### config.mk
export PLATFORM = sky130hd
export DESIGN_NAME = pipe_stall_ctrl_flat
export DESIGN_NICKNAME = d
export VERILOG_FILES = /design/src/rtl/pipe_stall_if.sv /design/src/rtl/pipe_stall_ctrl.sv /design/src/flat_wrapper.sv
export SDC_FILE = /design/constraint.sdc
export NUM_CORES = 1
export LEC_CHECK = 0
export CORE_MARGIN = 10
export CORE_UTILIZATION = 43
export CTS_CLUSTER_SIZE = 10
export DETAILED_ROUTE_END_ITERATION = 10
export PLACE_DENSITY = 0.72
export REMOVE_ABC_BUFFERS = 1
export SLEW_MARGIN = 20
export SYNTH_ARGS = -nofsm -noshare
export SYNTH_HDL_FRONTEND = slang
export SYNTH_SLANG_ARGS = --single-unit
### constraint.sdc
create_clock -name clk -period 2.7 [get_ports clk]
set_input_delay 0.405 -clock clk [delete_from_list [all_inputs] [get_ports clk]]
set_output_delay 0.405 -clock clk [all_outputs]
set_load 0.02 [all_outputs]
### src/rtl/pipe_stall_if.sv
// ============================================================================
// pipe_stall_if : hazard inputs and stall/flush controls of pipe_stall_ctrl
// Rev 1.0
// ============================================================================
`default_nettype none

interface pipe_stall_if #(
  parameter int STALL_CNT_W = 16
);
  logic                   LoadUse;
  logic                   IDBranch;
  logic                   BranchTaken;
  logic                   MulDivStart;
  logic                   StallClr;
  logic                   PCwrite;
  logic                   PCsrc;
  logic                   IFIDwrite;
  logic                   IFIDflush;
  logic                   controlmux;
  logic                   MulDivGo;
  logic                   MulDivBusy;
  logic [STALL_CNT_W-1:0] StallCycles;

  modport master (
    output LoadUse, IDBranch, BranchTaken, MulDivStart, StallClr,
    input  PCwrite, PCsrc, IFIDwrite, IFIDflush, controlmux,
    input  MulDivGo, MulDivBusy, StallCycles
  );

  modport slave (
    input  LoadUse, IDBranch, BranchTaken, MulDivStart, StallClr,
    output PCwrite, PCsrc, IFIDwrite, IFIDflush, controlmux,
    output MulDivGo, MulDivBusy, StallCycles
  );
endinterface

`default_nettype wire

### src/rtl/pipe_stall_ctrl.sv
// ============================================================================
// pipe_stall_ctrl : PC / IF-ID / ID-EX stall and flush sequencer with
//                   saturating stall-cycle counter
// Rev 1.0
// ============================================================================
`default_nettype none

module pipe_stall_ctrl #(
  parameter int MULDIV_CYCLES = 4,
  parameter int STALL_CNT_W   = 16
) (
  input  logic        clk,
  input  logic        rst_n,
  pipe_stall_if.slave bus
);

  typedef enum logic [1:0] {
    RUN     = 2'd0,
    BR_EX   = 2'd1,
    MD_BUSY = 2'd2
  } state_t;

  localparam logic [3:0] c_md_load = 4'(MULDIV_CYCLES - 1);

  state_t                 r_state;
  state_t                 w_next;
  logic [3:0]             r_mdcnt;
  logic [3:0]             w_mdcnt_nxt;
  logic [STALL_CNT_W-1:0] r_stall_cnt;

  logic w_pcwrite;
  logic w_pcsrc;
  logic w_ifidwrite;
  logic w_ifidflush;
  logic w_controlmux;
  logic w_muldivgo;
  logic w_muldivbusy;

  always_ff @(posedge clk or negedge rst_n) begin
    if (!rst_n) begin
      r_state <= RUN;
      r_mdcnt <= 4'd0;
    end else begin
      r_state <= w_next;
      r_mdcnt <= w_mdcnt_nxt;
    end
  end

  always_comb begin
    w_next       = r_state;
    w_mdcnt_nxt  = r_mdcnt;
    w_pcwrite    = 1'b0;
    w_pcsrc      = 1'b0;
    w_ifidwrite  = 1'b0;
    w_ifidflush  = 1'b0;
    w_controlmux = 1'b0;
    w_muldivgo   = 1'b0;
    w_muldivbusy = 1'b0;
    case (r_state)
      RUN: begin
        // Load-use wins; a branch or mul/div behind it is retried next cycle.
        if (bus.LoadUse) begin
          w_pcwrite    = 1'b1;
          w_ifidwrite  = 1'b1;
          w_controlmux = 1'b1;
        end else if (bus.IDBranch) begin
          w_pcwrite   = 1'b1;
          w_ifidflush = 1'b1;
          w_next      = BR_EX;
        end else if (bus.MulDivStart) begin
          w_muldivgo  = 1'b1;
          w_mdcnt_nxt = c_md_load;
          w_next      = MD_BUSY;
        end
      end
      BR_EX: begin
        w_controlmux = 1'b1;
        w_pcsrc      = bus.BranchTaken;
        w_ifidflush  = bus.BranchTaken;
        w_next       = RUN;
      end
      MD_BUSY: begin
        w_pcwrite    = 1'b1;
        w_ifidwrite  = 1'b1;
        w_controlmux = 1'b1;
        w_muldivbusy = 1'b1;
        if (r_mdcnt == 4'd0) begin
          w_next = RUN;
        end else begin
          w_mdcnt_nxt = r_mdcnt - 4'd1;
        end
      end
      default: begin
        w_next      = RUN;
        w_mdcnt_nxt = 4'd0;
      end
    endcase
  end

  // Clear beats increment; saturate at all-ones.
  always_ff @(posedge clk or negedge rst_n) begin
    if (!rst_n) begin
      r_stall_cnt <= '0;
    end else if (bus.StallClr) begin
      r_stall_cnt <= '0;
    end else if (w_pcwrite && !(&r_stall_cnt)) begin
      r_stall_cnt <= r_stall_cnt + 1'b1;
    end
  end

  assign bus.PCwrite     = w_pcwrite;
  assign bus.PCsrc       = w_pcsrc;
  assign bus.IFIDwrite   = w_ifidwrite;
  assign bus.IFIDflush   = w_ifidflush;
  assign bus.controlmux  = w_controlmux;
  assign bus.MulDivGo    = w_muldivgo;
  assign bus.MulDivBusy  = w_muldivbusy;
  assign bus.StallCycles = r_stall_cnt;

endmodule

`default_nettype wire

### src/flat_wrapper.sv
// flat-port wrapper written by rule: the top's interface ports become plain ports
module pipe_stall_ctrl_flat 
#(
  parameter int MULDIV_CYCLES = 4,
  parameter int STALL_CNT_W   = 16
)
  (clk, rst_n, bus_LoadUse, bus_IDBranch, bus_BranchTaken, bus_MulDivStart, bus_StallClr, bus_PCwrite, bus_PCsrc, bus_IFIDwrite, bus_IFIDflush, bus_controlmux, bus_MulDivGo, bus_MulDivBusy, bus_StallCycles);
  pipe_stall_if #(.STALL_CNT_W(STALL_CNT_W)) bus_i ();
  input  logic clk;
  input  logic rst_n;
  input wire logic [$bits(bus_i.LoadUse)-1:0] bus_LoadUse;
  input wire logic [$bits(bus_i.IDBranch)-1:0] bus_IDBranch;
  input wire logic [$bits(bus_i.BranchTaken)-1:0] bus_BranchTaken;
  input wire logic [$bits(bus_i.MulDivStart)-1:0] bus_MulDivStart;
  input wire logic [$bits(bus_i.StallClr)-1:0] bus_StallClr;
  output wire logic [$bits(bus_i.PCwrite)-1:0] bus_PCwrite;
  output wire logic [$bits(bus_i.PCsrc)-1:0] bus_PCsrc;
  output wire logic [$bits(bus_i.IFIDwrite)-1:0] bus_IFIDwrite;
  output wire logic [$bits(bus_i.IFIDflush)-1:0] bus_IFIDflush;
  output wire logic [$bits(bus_i.controlmux)-1:0] bus_controlmux;
  output wire logic [$bits(bus_i.MulDivGo)-1:0] bus_MulDivGo;
  output wire logic [$bits(bus_i.MulDivBusy)-1:0] bus_MulDivBusy;
  output wire logic [$bits(bus_i.StallCycles)-1:0] bus_StallCycles;
  assign bus_i.LoadUse = bus_LoadUse;
  assign bus_i.IDBranch = bus_IDBranch;
  assign bus_i.BranchTaken = bus_BranchTaken;
  assign bus_i.MulDivStart = bus_MulDivStart;
  assign bus_i.StallClr = bus_StallClr;
  assign bus_PCwrite = bus_i.PCwrite;
  assign bus_PCsrc = bus_i.PCsrc;
  assign bus_IFIDwrite = bus_i.IFIDwrite;
  assign bus_IFIDflush = bus_i.IFIDflush;
  assign bus_controlmux = bus_i.controlmux;
  assign bus_MulDivGo = bus_i.MulDivGo;
  assign bus_MulDivBusy = bus_i.MulDivBusy;
  assign bus_StallCycles = bus_i.StallCycles;
  pipe_stall_ctrl #(.MULDIV_CYCLES(MULDIV_CYCLES), .STALL_CNT_W(STALL_CNT_W)) u_core (.clk(clk), .rst_n(rst_n), .bus(bus_i));
endmodule
; Yosys cells after proc, flatten, opt, wreduce, memory -nomap -nowiden
; Index checks and enable logic that the tools add are counted.
[op_classes]
add_sub_neg = 2
n_eq_ne = 8
n_mux = 26
bitwise = 1
n_reduce_logical = 9
[ops]
columns = operator, count
row1 = 2-to-1 mux 16 bit, 2
row2 = adder 16 x 1 -> 16 bit (second input constant), 1
row3 = 2-to-1 mux 4 bit, 4
row4 = AND reduction 16 bit, 1
row5 = one-hot mux 4 bit (3 select lines), 1
row6 = 2-to-1 mux 1 bit, 10
row7 = 2-to-1 mux 2 bit, 4
row8 = != test 2 bit (second input constant), 4
row9 = one-hot mux 1 bit (2 select lines), 4
row10 = AND reduction 5 bit, 1
row11 = zero test 4 bit, 1
row12 = one-hot mux 2 bit (2 select lines), 1
row13 = subtractor 4 x 1 -> 4 bit (second input constant), 1
row14 = != test 3 bit (second input constant), 1
row15 = AND reduction 3 bit, 1
row16 = == test 2 x 1 -> 1 bit (second input constant), 1
row17 = == test 2 bit (second input constant), 1
row18 = zero test 2 bit, 1
row19 = != test 2 x 1 -> 1 bit (second input constant), 1
row20 = nonzero test 2 bit, 1
row21 = OR reduction 2 bit, 1
row22 = logical AND 1 bit, 1
row23 = zero test 1 bit, 1
row24 = NOT 1 bit, 1
[totals]
register_bits = 22
inputBits = 7
output_inout_bits = 23
wordCells = 49

; Depth between registers and ports, before layout
[depth]
word_depth = 6
depth_mapped = 9
mapped_depth_nobuf = 7

; Least setup slack after synthesis
; OpenSTA, ideal clock, no wires.
[synth_path]
path_kind = register -> register
from = register u_core.r_state[0]
to = register u_core.r_stall_cnt[13], in the netlist u_core.bus.StallCycles[13]
setup_time_ns = 0.125
t_arrival_ns = 2.038
required_time_ns = 2.575
path_slack_ns = 0.537
path_stages_with_launch = 8
n_path_buf = 1
synth_period_minus_slack_ns = 2.163
path_cell_list = dfrtp_1 -> inv_1 -> ha_1 -> buf_2 -> o21ai_1 -> a211o_1 -> nor4_1 -> mux2_2
[synth_via]
elab_chain_cells = 4
elab_cells_between_ends = 5
classes_between = 1 x eq/ne / 1 x mux / 3 x reduce/logical
[synth_lines]
columns = element, line_no
row1 = from (decl), pipe_stall_ctrl.sv:25  ; state_t r_state;
row2 = from (signal assigned), pipe_stall_ctrl.sv:44  ; r_state <= w_next;
row3 = == test 2 bit or zero test 2 bit (tied branches), pipe_stall_ctrl.sv:59  ; case (r_state)
row4 = one-hot mux 1 bit (2 select lines) *, pipe_stall_ctrl.sv:59
row5 = logical AND 1 bit *, pipe_stall_ctrl.sv:106  ; end else if (w_pcwrite && !(&r_stall_cnt)) begin
row6 = nonzero test 2 bit (no line) *, --
row7 = to (signal assigned), pipe_stall_ctrl.sv:107  ; r_stall_cnt <= r_stall_cnt + 1'b1;
row8 = to (decl), pipe_stall_ctrl.sv:29  ; logic [STALL_CNT_W-1:0] r_stall_cnt;
; Every way passes the cells marked *; elsewhere a longest branch is shown, timed or not.
; A chain may end at the register's enable or synchronous reset.

; Final worst setup path
[layout_path]
from = register u_core.r_state[0]
to = output port bus_IFIDflush
[layout_via]
elab_chain_cells = 2
elab_cells_between_ends = 3
classes_between = 1 x eq/ne / 1 x mux / 1 x reduce/logical
[layout_lines]
columns = element, line_no
row1 = == test 2 x 1 -> 1 bit or zero test 2 bit (tied branches), pipe_stall_ctrl.sv:59
row2 = one-hot mux 1 bit (2 select lines) *, pipe_stall_ctrl.sv:59
row3 = to (decl), flat_wrapper.sv:19  ; output wire logic [$bits(bus_i.IFIDflush)-1:0] bus_IFIDflush;
; Marked as above.

==> impl_metrics.json <==
{
  "outcome": "complete, no violations",
  "vdd_drop_max_mv": 0.527,
  "grt_pass1_vias": 1320,
  "wl_um": 3590,
  "n_fill_cell": 276,
  "cp_num_buf_inv": 2,
  "final_layout_size_suffix_gt1_share_pct": 7.85,
  "track_usage_pct": 11.8,
  "syn_area_per_cell_um2": 8.83,
  "hold_class": "in -> async",
  "critPathKind": "reg -> out",
  "hpwl_um": 2700,
  "setup.worst_path.start": "u_core.r_state[0]",
  "cts_root_buf": "clkbuf_4",
  "cpLargestDelayFamily": "buffers and inverters",
  "synthFlopType": "dfrtp_1",
  "cp_cell_sequence": "inv_1, ha_1, o211ai_1, o21bai_1, clkdlybuf4s50_1",
  "slew_headroom_pct": 56.9,
  "post_drt_wl_per_cell_um": 15.3,
  "ys_async_sr_fraction_pct": 100,
  "yosysTopAreaCellShare_pct": 38.3,
  "drv_slew": 0,
  "yosysMostFrequentCell": "dfrtp_1",
  "final_nets": 208,
  "ys_seq_area_share_pct": 38.3,
  "synthesis.instances": 163,
  "io_buffers": 29,
  "vias": 1366,
  "avgViaCountPerCell": 5.81,
  "post-place-cells": 231,
  "drcViolationCount": 0,
  "finalHoldViolations": 0,
  "synth.distinct_cells": 42,
  "ff2ff_setup_slack_ps": 520,
  "timing.hold.ws_ps": 436,
  "start_util_pct": 46.0,
  "fin_setup_tns_ps": 0,
  "drt_pre_antenna_iters": 4,
  "rsz0062_at_grt": "no",
  "max_stage_delay_ps": 620,
  "utilization_pct": 58.2,
  "seqCellArea_um2": 551,
  "start_kind": "flop",
  "htree_levels": 1,
  "cp.depth": 5,
  "fmax_mhz": 394,
  "yosys_warnings": 0,
  "synth_top_area_cell": "dfrtp_1",
  "cp_data_required_time_ps": 2300,
  "antenna_found_initial": 0,
  "core_mm2": 0.00313,
  "p_leak_nw": 0.710,
  "pin_count": 30,
  "cap_violations": 0,
  "synth_area_mm2": 0.00144,
  "grt_pass1_wl_um": 6020,
  "cp_slowest_cell": "clkdlybuf4s50_1",
  "cts_tree": "built",
  "grt_overflow": 0,
  "rows": 20,
  "crit_path_max_fanout": 10,
  "clock_path_buffers": 2,
  "clk_latency_ps": 310,
  "synth_commonest_cells": "dfrtp_1 (22), a21oi_1 (19), inv_1 (10), o21ai_0 (10), ha_1 (9)",
  "ys_top_cells_by_area": "dfrtp_1 (38%), ha_1 (7.8%), a21oi_1 (6.6%)",
  "cts.sinks": 22,
  "end_kind": "output port",
  "power.total_mw": 1.37,
  "drt-initial-drc-count": 100,
  "min_period_ps": 2540,
  "ys_ff_latch": 22,
  "crit_path_end": "bus_IFIDflush",
  "path_clk_slew_ps": 120,
  "n_antenna_cell": 0,
  "reg2reg_to": "u_core.bus.StallCycles[13]",
  "numCtsBuffers": 3,
  "dieHeight_um": 77.8,
  "post_cts_buffers": 0,
  "dieArea_mm2": 0.00606,
  "synth_enable_flop_cells": 0,
  "setup_violations": 0,
  "worstMarginPinSlew_ps": 644,
  "fin_worst_skew_ps": 1.67,
  "multi_input_area_um2": 817,
  "arrival_ps": 2140,
  "r2r_start": "u_core.r_state[0]",
  "min_period_over_period_pct": 94.1,
  "place_congestion": 0.823,
  "worst-r2r-cell-count": 6,
  "fin_cells": 235,
  "die_w_um": 77.8,
  "syn2layout_area_growth_pct": 26.4,
  "grt_max_degree": 23,
  "power_per_cell_area_mw_per_mm2": 750,
  "final_antenna_net_count": 0
}
-- how the worst min path moves through the flow --
stage	end	slack, ps
6_report	u_core.r_mdcnt[3]	440
5_1_grt	u_core.r_mdcnt[3]	440
4_1_cts	u_core.r_mdcnt[3]	440
3_5_place_dp	u_core.bus.StallCycles[4]	550
3_3_place_gp	u_core.bus.StallCycles[4]	530
2_1_floorplan	u_core.bus.StallCycles[0]	110
-- timing repair --
item | in CTS | in global routing
endpoints found under the hold margin | 0 | 0
endpoints found under the setup margin | 0 | 3
hold buffers | 0 | 0
gates resized for setup | 0 | 3
-- logic make-up after synthesis --
| kind of cell | share of synthesized area [%] |
|---|---|
| AOI/OAI and AO/OA | 24.3 |
| and+or+nand+nor | 22.3 |
| DFF | 38.3 |
| buffers and inverters | 5.74 |
| adders and majority gates | 7.83 |
| muxes | 1.57 |
-- per-stage QoR --
| step | setup WS [ps] | cell area (um^2) |
|---|---|---|
| after floorplan | -96.9 | 1390 |
| after global placement | 359 | 1780 |
| after detailed placement | 338 | 1780 |
| after CTS | 56.7 | 1810 |
| after global routing | 1.37 | 1820 |
| final | 159 | 1820 |
-- where the power goes --
group	internal (mW)	leakage [nW]	total [mW]	switching, mW
registers	0.382	0.300	0.448	0.0660
logic	0.315	0.389	0.732	0.418
clock network	0.0824	0.0210	0.184	0.102
total	0.780	0.710	1.37	0.585
-- worst reg2reg max path, delay by kind of cell, from the launching register on --
family | cells | cell delay (ps)
AO/OA/AOI/OAI | 2 | 510
multiplexers | 1 | 370
AND/OR/NAND/NOR | 1 | 330
buffers and inverters | 1 | 140
flip-flops | 1 | 430
adder cells (fa/ha/maj) | 1 | 300
-- state kept, by name, summed over array words and instances, names as in the netlist --
signal,count
u_core.bus.StallCycles,16
u_core.r_mdcnt,4
u_core.r_state,2
-- routing by layer --
| metal | vias to the layer above | routed length (um) | track usage, % |
|---|---|---|---|
| met3 | 6 | 151 | 3.23 |
| li1 | 676 | - | - |
| met5 | - | 0 | 0 |
| met2 | 23 | 1730 | 18.7 |
| met1 | 661 | 1640 | 14.4 |
| met4 | 0 | 65 | 5.84 |
-- area by class of cell --
class,count,area share (%)
well taps,44,3.03
flip-flops and latches,22,30.3
multi-input cells,122,44.9
clock buffers,4,1.99
repair buffers,33,17.7
inverters,10,2.06
-- layout by cell type, fill, tap and decap left out, types with 2 or more instances in the layout --
cell             count
nor2b_1              2
nor2_1               8
a22oi_1              2
inv_1               10
o21a_1               3
o211ai_1             2
mux2_2               2
o21ai_0             10
buf_4                4
and4_1               2
or4_1                7
dfrtp_1             22
o21ai_1              3
nor4_1               3
o22ai_1              2
ha_1                 7
or3_1                4
nand2_1              7
clkdlybuf4s50_1     28
nand4_1              5
a21oi_1             19
nor3_1               3
clkbuf_4             3
o31ai_1              6
nand3_1              5
ha_2                 2
nand2b_1             2
(Power assumes the default switching activity.)
